`src/rtl/mc_pkg.sv`:
```
// mc_pkg: shared opcodes, controller state enumeration and datapath select encodings
// for the multicycle MIPS control FSM.
// Contents: opcode constants, alu_op / alu_src_b / pc_src encodings, state_t, is_mem_wait().
package mc_pkg;

   localparam logic [5:0] OP_RTYPE = 6'b000000;
   localparam logic [5:0] OP_J     = 6'b000010;
   localparam logic [5:0] OP_BEQ   = 6'b000100;
   localparam logic [5:0] OP_ADDI  = 6'b001000;
   localparam logic [5:0] OP_LW    = 6'b100011;
   localparam logic [5:0] OP_SW    = 6'b101011;

   localparam logic [1:0] ALU_ADD   = 2'b00;
   localparam logic [1:0] ALU_SUB   = 2'b01;
   localparam logic [1:0] ALU_FUNCT = 2'b10;

   localparam logic [1:0] SRCB_FOUR   = 2'b01;
   localparam logic [1:0] SRCB_IMM    = 2'b10;
   localparam logic [1:0] SRCB_BRANCH = 2'b11;

   localparam logic [1:0] PC_ALU    = 2'b00;
   localparam logic [1:0] PC_TARGET = 2'b01;
   localparam logic [1:0] PC_JUMP   = 2'b10;

   typedef enum logic [3:0] {
      FETCH, DECODE, MEMADR, MEMRD, MEMWB, MEMWR,
      REXEC, ALUWB, BRANCH, ADDIEX, ADDIWB, JUMP
   } state_t;

   // States that sit waiting on the unified memory handshake.
   function automatic logic is_mem_wait(state_t s);
      return s == FETCH || s == MEMRD || s == MEMWR;
   endfunction

endpackage

```
`src/rtl/mc_wait_counter.sv`:
```
// mc_wait_counter: counts consecutive mem_ready-low cycles in memory-wait states and
// raises a sticky timeout flag once WAIT_MAX such cycles have elapsed.
// Ports: clk, rst_n (async active-low), state (current FSM state), mem_ready,
//        hit (this cycle is the WAIT_MAX-th stalled cycle), mem_timeout (sticky flag).
module mc_wait_counter
   import mc_pkg::*;
#(
   parameter int WAIT_MAX = 15
) (
   input  logic   clk,
   input  logic   rst_n,
   input  state_t state,
   input  logic   mem_ready,
   output logic   hit,
   output logic   mem_timeout
);

   localparam int CW = $clog2(WAIT_MAX + 1);

   logic [CW-1:0] count;
   logic          stalled;

   assign stalled = is_mem_wait(state) && !mem_ready;
   // Fires in the cycle whose edge would bring the count to WAIT_MAX.
   assign hit     = stalled && (count == CW'(WAIT_MAX - 1));

   // Any non-stalled cycle in a wait state leaves it, and every other state lasts one
   // cycle, so clearing whenever not stalled clears the count on every state change.
   always_ff @(posedge clk or negedge rst_n) begin
      if (!rst_n) begin
         count       <= '0;
         mem_timeout <= 1'b0;
      end else begin
         count <= (stalled && !hit) ? count + 1'b1 : '0;
         if (hit) mem_timeout <= 1'b1;
      end
   end

endmodule

```
`src/rtl/mc_control_fsm.sv`:
```
// mc_control_fsm: multicycle MIPS main controller (fetch/decode/execute FSM) with a
// memory-wait timeout. Optional macro MC_CTRL_JUMP_EN adds the JUMP state for j.
// Ports: clk, rst_n (async active-low), opcode (IR[31:26]), mem_ready, zero;
//        datapath controls pc_write, pc_write_cond, iord, mem_read, mem_write, ir_write,
//        mem_to_reg, reg_write, reg_dst, alu_src_a, alu_src_b, alu_op, pc_src;
//        illegal (one-cycle pulse), mem_timeout (sticky), state (debug).
module mc_control_fsm
   import mc_pkg::*;
#(
   parameter int WAIT_MAX = 15
) (
   input  logic       clk,
   input  logic       rst_n,
   input  logic [5:0] opcode,
   input  logic       mem_ready,
   input  logic       zero,
   output logic       pc_write,
   output logic       pc_write_cond,
   output logic       iord,
   output logic       mem_read,
   output logic       mem_write,
   output logic       ir_write,
   output logic       mem_to_reg,
   output logic       reg_write,
   output logic       reg_dst,
   output logic       alu_src_a,
   output logic [1:0] alu_src_b,
   output logic [1:0] alu_op,
   output logic [1:0] pc_src,
   output logic       illegal,
   output logic       mem_timeout,
   output logic [3:0] state
);

   state_t cur, state_next;
   logic   hit;

   // The branch decision is pc_write_cond & zero, formed in the datapath.
   logic unused_zero;
   assign unused_zero = zero;

   mc_wait_counter #(.WAIT_MAX(WAIT_MAX)) u_wait (
      .clk        (clk),
      .rst_n      (rst_n),
      .state      (cur),
      .mem_ready  (mem_ready),
      .hit        (hit),
      .mem_timeout(mem_timeout)
   );

   always_ff @(posedge clk or negedge rst_n) begin
      if (!rst_n) cur <= FETCH;
      else        cur <= state_next;
   end

   assign state = cur;

   // Outputs stay low while rst_n is asserted: FETCH would otherwise raise ir_write and
   // pc_write on mem_ready before the reset is released. A timeout drops every strobe.
   always_comb begin
      state_next    = cur;
      pc_write      = 1'b0;
      pc_write_cond = 1'b0;
      iord          = 1'b0;
      mem_read      = 1'b0;
      mem_write     = 1'b0;
      ir_write      = 1'b0;
      mem_to_reg    = 1'b0;
      reg_write     = 1'b0;
      reg_dst       = 1'b0;
      alu_src_a     = 1'b0;
      alu_src_b     = 2'b00;
      alu_op        = ALU_ADD;
      pc_src        = PC_ALU;
      illegal       = 1'b0;
      if (!rst_n || hit) begin
         state_next = FETCH;
      end else begin
         case (cur)
            FETCH: if (mem_ready) begin
               ir_write   = 1'b1;
               pc_write   = 1'b1;
               alu_src_b  = SRCB_FOUR;
               pc_src     = PC_ALU;
               state_next = DECODE;
            end
            DECODE: begin
               alu_src_b = SRCB_BRANCH;
               case (opcode)
                  OP_LW, OP_SW: state_next = MEMADR;
                  OP_RTYPE:     state_next = REXEC;
                  OP_BEQ:       state_next = BRANCH;
                  OP_ADDI:      state_next = ADDIEX;
`ifdef MC_CTRL_JUMP_EN
                  OP_J:         state_next = JUMP;
`endif
                  default: begin
                     illegal    = 1'b1;
                     state_next = FETCH;
                  end
               endcase
            end
            MEMADR: begin
               alu_src_a  = 1'b1;
               alu_src_b  = SRCB_IMM;
               state_next = (opcode == OP_SW) ? MEMWR : MEMRD;
            end
            MEMRD: begin
               iord     = 1'b1;
               mem_read = 1'b1;
               if (mem_ready) state_next = MEMWB;
            end
            MEMWR: begin
               iord      = 1'b1;
               mem_write = 1'b1;
               if (mem_ready) state_next = FETCH;
            end
            MEMWB: begin
               reg_write  = 1'b1;
               mem_to_reg = 1'b1;
               state_next = FETCH;
            end
            REXEC: begin
               alu_op     = ALU_FUNCT;
               state_next = ALUWB;
            end
            ALUWB: begin
               reg_write  = 1'b1;
               reg_dst    = 1'b1;
               state_next = FETCH;
            end
            BRANCH: begin
               alu_op        = ALU_SUB;
               pc_write_cond = 1'b1;
               pc_src        = PC_TARGET;
               state_next    = FETCH;
            end
            ADDIEX: begin
               alu_src_a  = 1'b1;
               alu_src_b  = SRCB_IMM;
               alu_op     = ALU_ADD;
               state_next = ADDIWB;
            end
            ADDIWB: begin
               reg_write  = 1'b1;
               state_next = FETCH;
            end
`ifdef MC_CTRL_JUMP_EN
            JUMP: begin
               pc_write   = 1'b1;
               pc_src     = PC_JUMP;
               state_next = FETCH;
            end
`endif
            default: state_next = FETCH;
         endcase
      end
   end

endmodule
```
`config.mk`:
```
export PLATFORM = sky130hd
export DESIGN_NAME = mc_control_fsm
export DESIGN_NICKNAME = d
export VERILOG_FILES = /design/src/rtl/mc_pkg.sv /design/src/rtl/mc_wait_counter.sv /design/src/rtl/mc_control_fsm.sv
export SDC_FILE = /design/constraint.sdc
export NUM_CORES = 1
export LEC_CHECK = 0
export CAP_MARGIN = 15
export CORE_ASPECT_RATIO = 1.75
export CORE_MARGIN = 4
export CORE_UTILIZATION = 30
export DETAILED_ROUTE_END_ITERATION = 8
export PLACE_DENSITY = 0.7
export SLEW_MARGIN = 20
export SYNTH_ARGS = -nofsm -noshare
export SYNTH_HDL_FRONTEND = slang
export SYNTH_HIERARCHICAL = 1
export SYNTH_SLANG_ARGS = --single-unit
```
`constraint.sdc`:
```
create_clock -name clk -period 2.5 [get_ports clk]
set_input_delay 0.375 -clock clk [delete_from_list [all_inputs] [get_ports clk]]
set_output_delay 0.375 -clock clk [all_outputs]
set_load 0.01 [all_outputs]
```
Word-level counts from Yosys, hierarchy flattened. Index checks and enable logic that the tools add are counted.

Muxes and demuxes: 37. Reduce and logical (&&, ||, !) cells: 17. Equality and inequality tests: 18. Add/sub/neg operators: 1.

Operator list (count): 4-bit case mux with 7 select lines (1); 1-bit 2-to-1 mux (25); 4-bit 2-to-1 mux (5); 4-bit by 3-bit == test with 1-bit output (second input constant) (4); 4-bit == test (second input constant) (4); 4-bit case mux with 4 select lines (1); 6-bit == test (second input constant) (2); 3-bit inequality test (second input constant) (3); 4-bit by 2-bit == test with 1-bit output (second input constant) (2); 6-bit by 3-bit == test with 1-bit output (second input constant) (1); 6-bit by 4-bit == test with 1-bit output (second input constant) (1); 6-bit zero test (1); 2-bit case mux with 3 select lines (1); 2-bit OR reduction (3); 5-bit OR reduction (1); 4-bit by 1-bit adder with 4-bit output (second input constant) (1); 4-bit by 1-bit == test with 1-bit output (second input constant) (1); 4-bit zero test (1); 2-bit 2-to-1 mux (2); 2-bit case mux with 2 select lines (1); 1-bit logical AND (3); 1-bit zero test (3); 1-bit logical OR (3); 3-bit 2-to-1 mux (1); 2 further kinds (2).

Word-level logic and storage cells: 76. Bits of input ports: 10. Output and inout bits: 22. Register bits after elaboration: 9.

Depth between registers and ports, before layout.
Word-level depth: 8. Depth in mapped cells: 8. Mapped depth without buffers: 8.

By module. The synthesis kept the hierarchy.

Modules (own cells, without submodules): mc_control_fsm (seq. area each 100.1 um^2, cells an instance 79, instances 1, area each 548.0 um^2); mc_wait_counter (seq. area each 125.1 um^2, cells an instance 26, instances 1, area each 261.5 um^2).

Worst setup path before layout. OpenSTA, ideal clock, no wires.

Path kind: register -> output. Start: register cur[2], in the netlist state[2]. End: output port pc_write. Path slack: -0.124 ns. Buffers on the path: 1. Cell stages (with the launch flop): 8. Data required time: 2.125 ns. Data arrival time: 2.249 ns. Cells stage by stage: dfrtp_1 xnor2_1 a2111o_1 nor2_1 or3b_4 or2_4 nor4_1 buf_4.

Longest elaborated chain between the ends: 7. Elaborated cells between the ends (all ways): 10. Classes of those cells: eq/ne: 2; mux: 2; reduce/logical: 6.

Ends and longest elaborated chain: start: declaration (line mc_control_fsm.sv:35) `state_t cur, state_next;`; start signal: assignment (line mc_control_fsm.sv:53) `else cur <= state_next;`; 4-bit by 2-bit == test with 1-bit output or 4-bit zero test (tied branches) (line mc_pkg.sv:32) `return s == FETCH || s == MEMRD || s == MEMWR;`; 1-bit logical OR (line mc_pkg.sv:32); 1-bit logical OR (*) (line mc_pkg.sv:32); 1-bit logical AND (*) (line mc_wait_counter.sv:23) `assign stalled = is_mem_wait(state) && !mem_ready;`; 1-bit logical AND (*) (line mc_wait_counter.sv:25) `assign hit = stalled && (count == CW'(WAIT_MAX - 1));`; net hit (line mc_control_fsm.sv:36) `logic hit;`; 1-bit logical OR (*) (line mc_control_fsm.sv:76) `if (!rst_n || hit) begin`; 1-bit 2-to-1 mux (*); end: declaration (line mc_control_fsm.sv:17) `output logic pc_write,`.

The timed path passes the listed nets; every way through them passes the cells marked *.

Final worst setup path.
Start: register cur[1], in the netlist state[1]. End: output port illegal.

Longest elaborated chain between the ends: 7. Elaborated cells between the ends (all ways): 11. Classes of those cells: eq/ne: 3; mux: 2; reduce/logical: 6.

Ends and longest elaborated chain: 4-bit by 2-bit == test with 1-bit output or 4-bit zero test (tied branches) (line mc_pkg.sv:32); 1-bit logical OR (line mc_pkg.sv:32); 1-bit logical OR (*) (line mc_pkg.sv:32); 1-bit logical AND (*) (line mc_wait_counter.sv:23); 1-bit logical AND (*) (line mc_wait_counter.sv:25); net hit (line mc_control_fsm.sv:36); 1-bit logical OR (*) (line mc_control_fsm.sv:76); 1-bit 2-to-1 mux (*) (line mc_control_fsm.sv:76); end: declaration (line mc_control_fsm.sv:30) `output logic illegal,`.

Marks and branches as above.

==> flow_summary.toml <==
[cells_and_area]
n_fill_cell = 248
finalNetCount = 169
syn2layout_area_growth_pct = 62.8
diodes = 0
drive_gt1_share_pct = 26.9
utilization_pct = 51.6

[placed_design]
port_buffers = 29
dp_hpwl_mm = 1.94
gp_congestion = 0.841
place_ws_ps = -379

[synthesis]
netlist_instances = 105
netlist_top_cells_area = "dfrtp_1 28%, nor2_1 7.4%, a21oi_1 4.9%"
synth_top_cell_area_share_pct = 27.8
ys_types = 41
synthTopCellsByCount = "16 x nor2_1, 9 x dfrtp_1, 8 x a21oi_1, 8 x nor3_1, 5 x nand2_1"
ys_ff_latch = 9
synth_edf_count = 0
synth_area_leader_cell = "dfrtp_1"
synth_ff_type = "dfrtp_1"
synth_area_um2 = 810
seq_area_frac_synth_pct = 27.8
avgSynthCellArea_um2 = 7.71
synth_most_common_cell = "nor2_1"
synth.net_count = 117
async_flop_share_pct = 100
ys_warn_count = 6

[power]
powerDensity_mw_per_mm2 = 327
power_uw = 431
leakagePower_nw = 0.573
vdd_ir_drop_max_mv = 0.373

[sta]
tns_ps = 0
finalWorstSetupSlack_ps = 23.8
rsz0062_at_grt = "true"
max_freq_mhz = 404
maxSlewViolCount = 0
period_minus_slack_ps = 2480
whs_ps = 477
fin_skew_ps = 0.651
hold_violations = 0
min_period_over_period_pct = 99.0
setup_violations = 0

[grt]
gr-total-overflow = 0
antenna_found_initial = 0
grt.total_usage_pct = 15.1
grt_max_degree = 17
grt_pass1_wl_mm = 4.16
grt_pass1_vias = 975

[drt]
wl_met3_um = 125
drc_errors = 0
dr.pass1.iters = 4
wl_met1_um = 906
routed_wl_mm = 2.49
dr_wl_met2_mm = 1.38
wire_per_inst_um = 13.7
drt_first_iter_violations = 39
vias = 983
topRoutingLayerUsed = "met4"
via_per_inst = 5.40
ant_nets = 0

[clock_tree]
clkLatencyLatePin_ps = 240
numCtsBuffers = 3
cts.path.max_buffers = 2
cts.sinks = 9
path_clk_slew_ps = 40
htree_levels = 1
cts_root_buf = "clkbuf_8"
hold_buffers = 0
cts_tree = "built"

[setup_path]
cp-end-kind = "output port"
worstSetupPathType = "reg2out"
worst_setup_path_start_kind = "register"
crit_arrival_ps = 2100
crit_required_ps = 2120
crit_fanout = 4

[floorplan]
initial_core_util_pct = 31.7
die_x_um = 47.3
rows = 24
chipHeight_um = 76.7
die_area_mm2 = 0.00363
ios = 32
core_area_mm2 = 0.00255

[status]
status = "finished clean"

[job]
cap_violations = 0

[hold_path]
hp-class = "in2async"
## state kept, by name, indices dropped and copies added, names as in the netlist
| signal | cells |
|---|---|
| state | 4 |
| u_wait/count | 4 |
| u_wait/mem_timeout | 1 |
## placed cells by master (no fill, tap or decap), drive strengths merged, types with 2 or more instances in the layout
cell type,netlist,final
a21oi,8,8
a31oi,2,2
buf,6,29
clkbuf,1,6
clkdlybuf4s15,0,5
clkdlybuf4s50,0,13
dfrtp,9,9
dlygate4sd2,0,5
ha,2,2
inv,4,4
nand2,5,5
nand2b,4,4
nand3,2,2
nand3b,3,3
nor2,16,16
nor3,8,8
nor4,4,4
o21ai,3,3
o21bai,2,2
or2b,2,2
or3,2,2
xnor2,2,2
## metrics by stage
step,std cells,area (um^2)
2_1_floorplan,105,816
3_3_place_gp,175,1260
3_5_place_dp,175,1260
4_1_cts,180,1290
5_1_grt,182,1320
6_report,182,1320
## cell families after synthesis
kind of cell | share of synthesized area, %
buf+inv | 7.26
fa+ha+maj | 3.09
xor+xnor | 3.25
simple gates | 37.3
flops | 27.8
other cells | 0.463
compound gates | 20.9
## critical path: stages (launching register included)
cell and delay [ps]:
dfrtp_1 400, xnor2_1 170, a2111o_1 190, nor2_2 50, or3b_4 370, or2_4 260
nor4_2 250, buf_2 160
## worst paths after layout
check | startpoint | end | slack (ps) | cells past startpoint
worst max-delay path | state[1]$_DFFE_PN0P_ | illegal | 20 | 7
worst min-delay path | rst_n | u_wait/mem_timeout$_DFFE_PN0P_ | 480 | 2
max in group asynchronous | rst_n | state[3]$_DFFE_PN0P_ | 1860 | 2
worst min register to register | u_wait/mem_timeout$_DFFE_PN0P_ | u_wait/mem_timeout$_DFFE_PN0P_ | 480 | 1
min in group clk | u_wait/mem_timeout$_DFFE_PN0P_ | u_wait/mem_timeout$_DFFE_PN0P_ | 480 | 1
worst max register to register | state[1]$_DFFE_PN0P_ | state[1]$_DFFE_PN0P_ | 450 | 8
## routing by layer
metal | vias to the layer above | global-route usage [%]
met5 | - | 0
li1 | 481 | -
met2 | 33 | 26.1
met3 | 7 | 1.41
met4 | 0 | 9.14
met1 | 462 | 16.1
## where the power goes
group / internal, mW / switching [mW]
sequential: 0.152 / 0.00340
clock: 0.111 / 0.0584
combinational: 0.0547 / 0.0511
## area by class of cell
cell class	instances	area (um^2)	area share (%)
multi-input cells	85	558	42.4
repair buffers	54	442	33.5
flip-flops and latches	9	225	17.1
clock buffers	4	45.0	3.42
well taps	26	32.5	2.47
inverters	4	15.0	1.14
## repair_timing
action                     4_1_cts  5_1_grt
cloned                           0        0
pin swaps                        0        2
setup endpoints to repair       16       15
hold endpoints to repair         0        0
gates resized for setup         31       10
setup buffers                    1        2
Power figures use the tool's default switching activity.
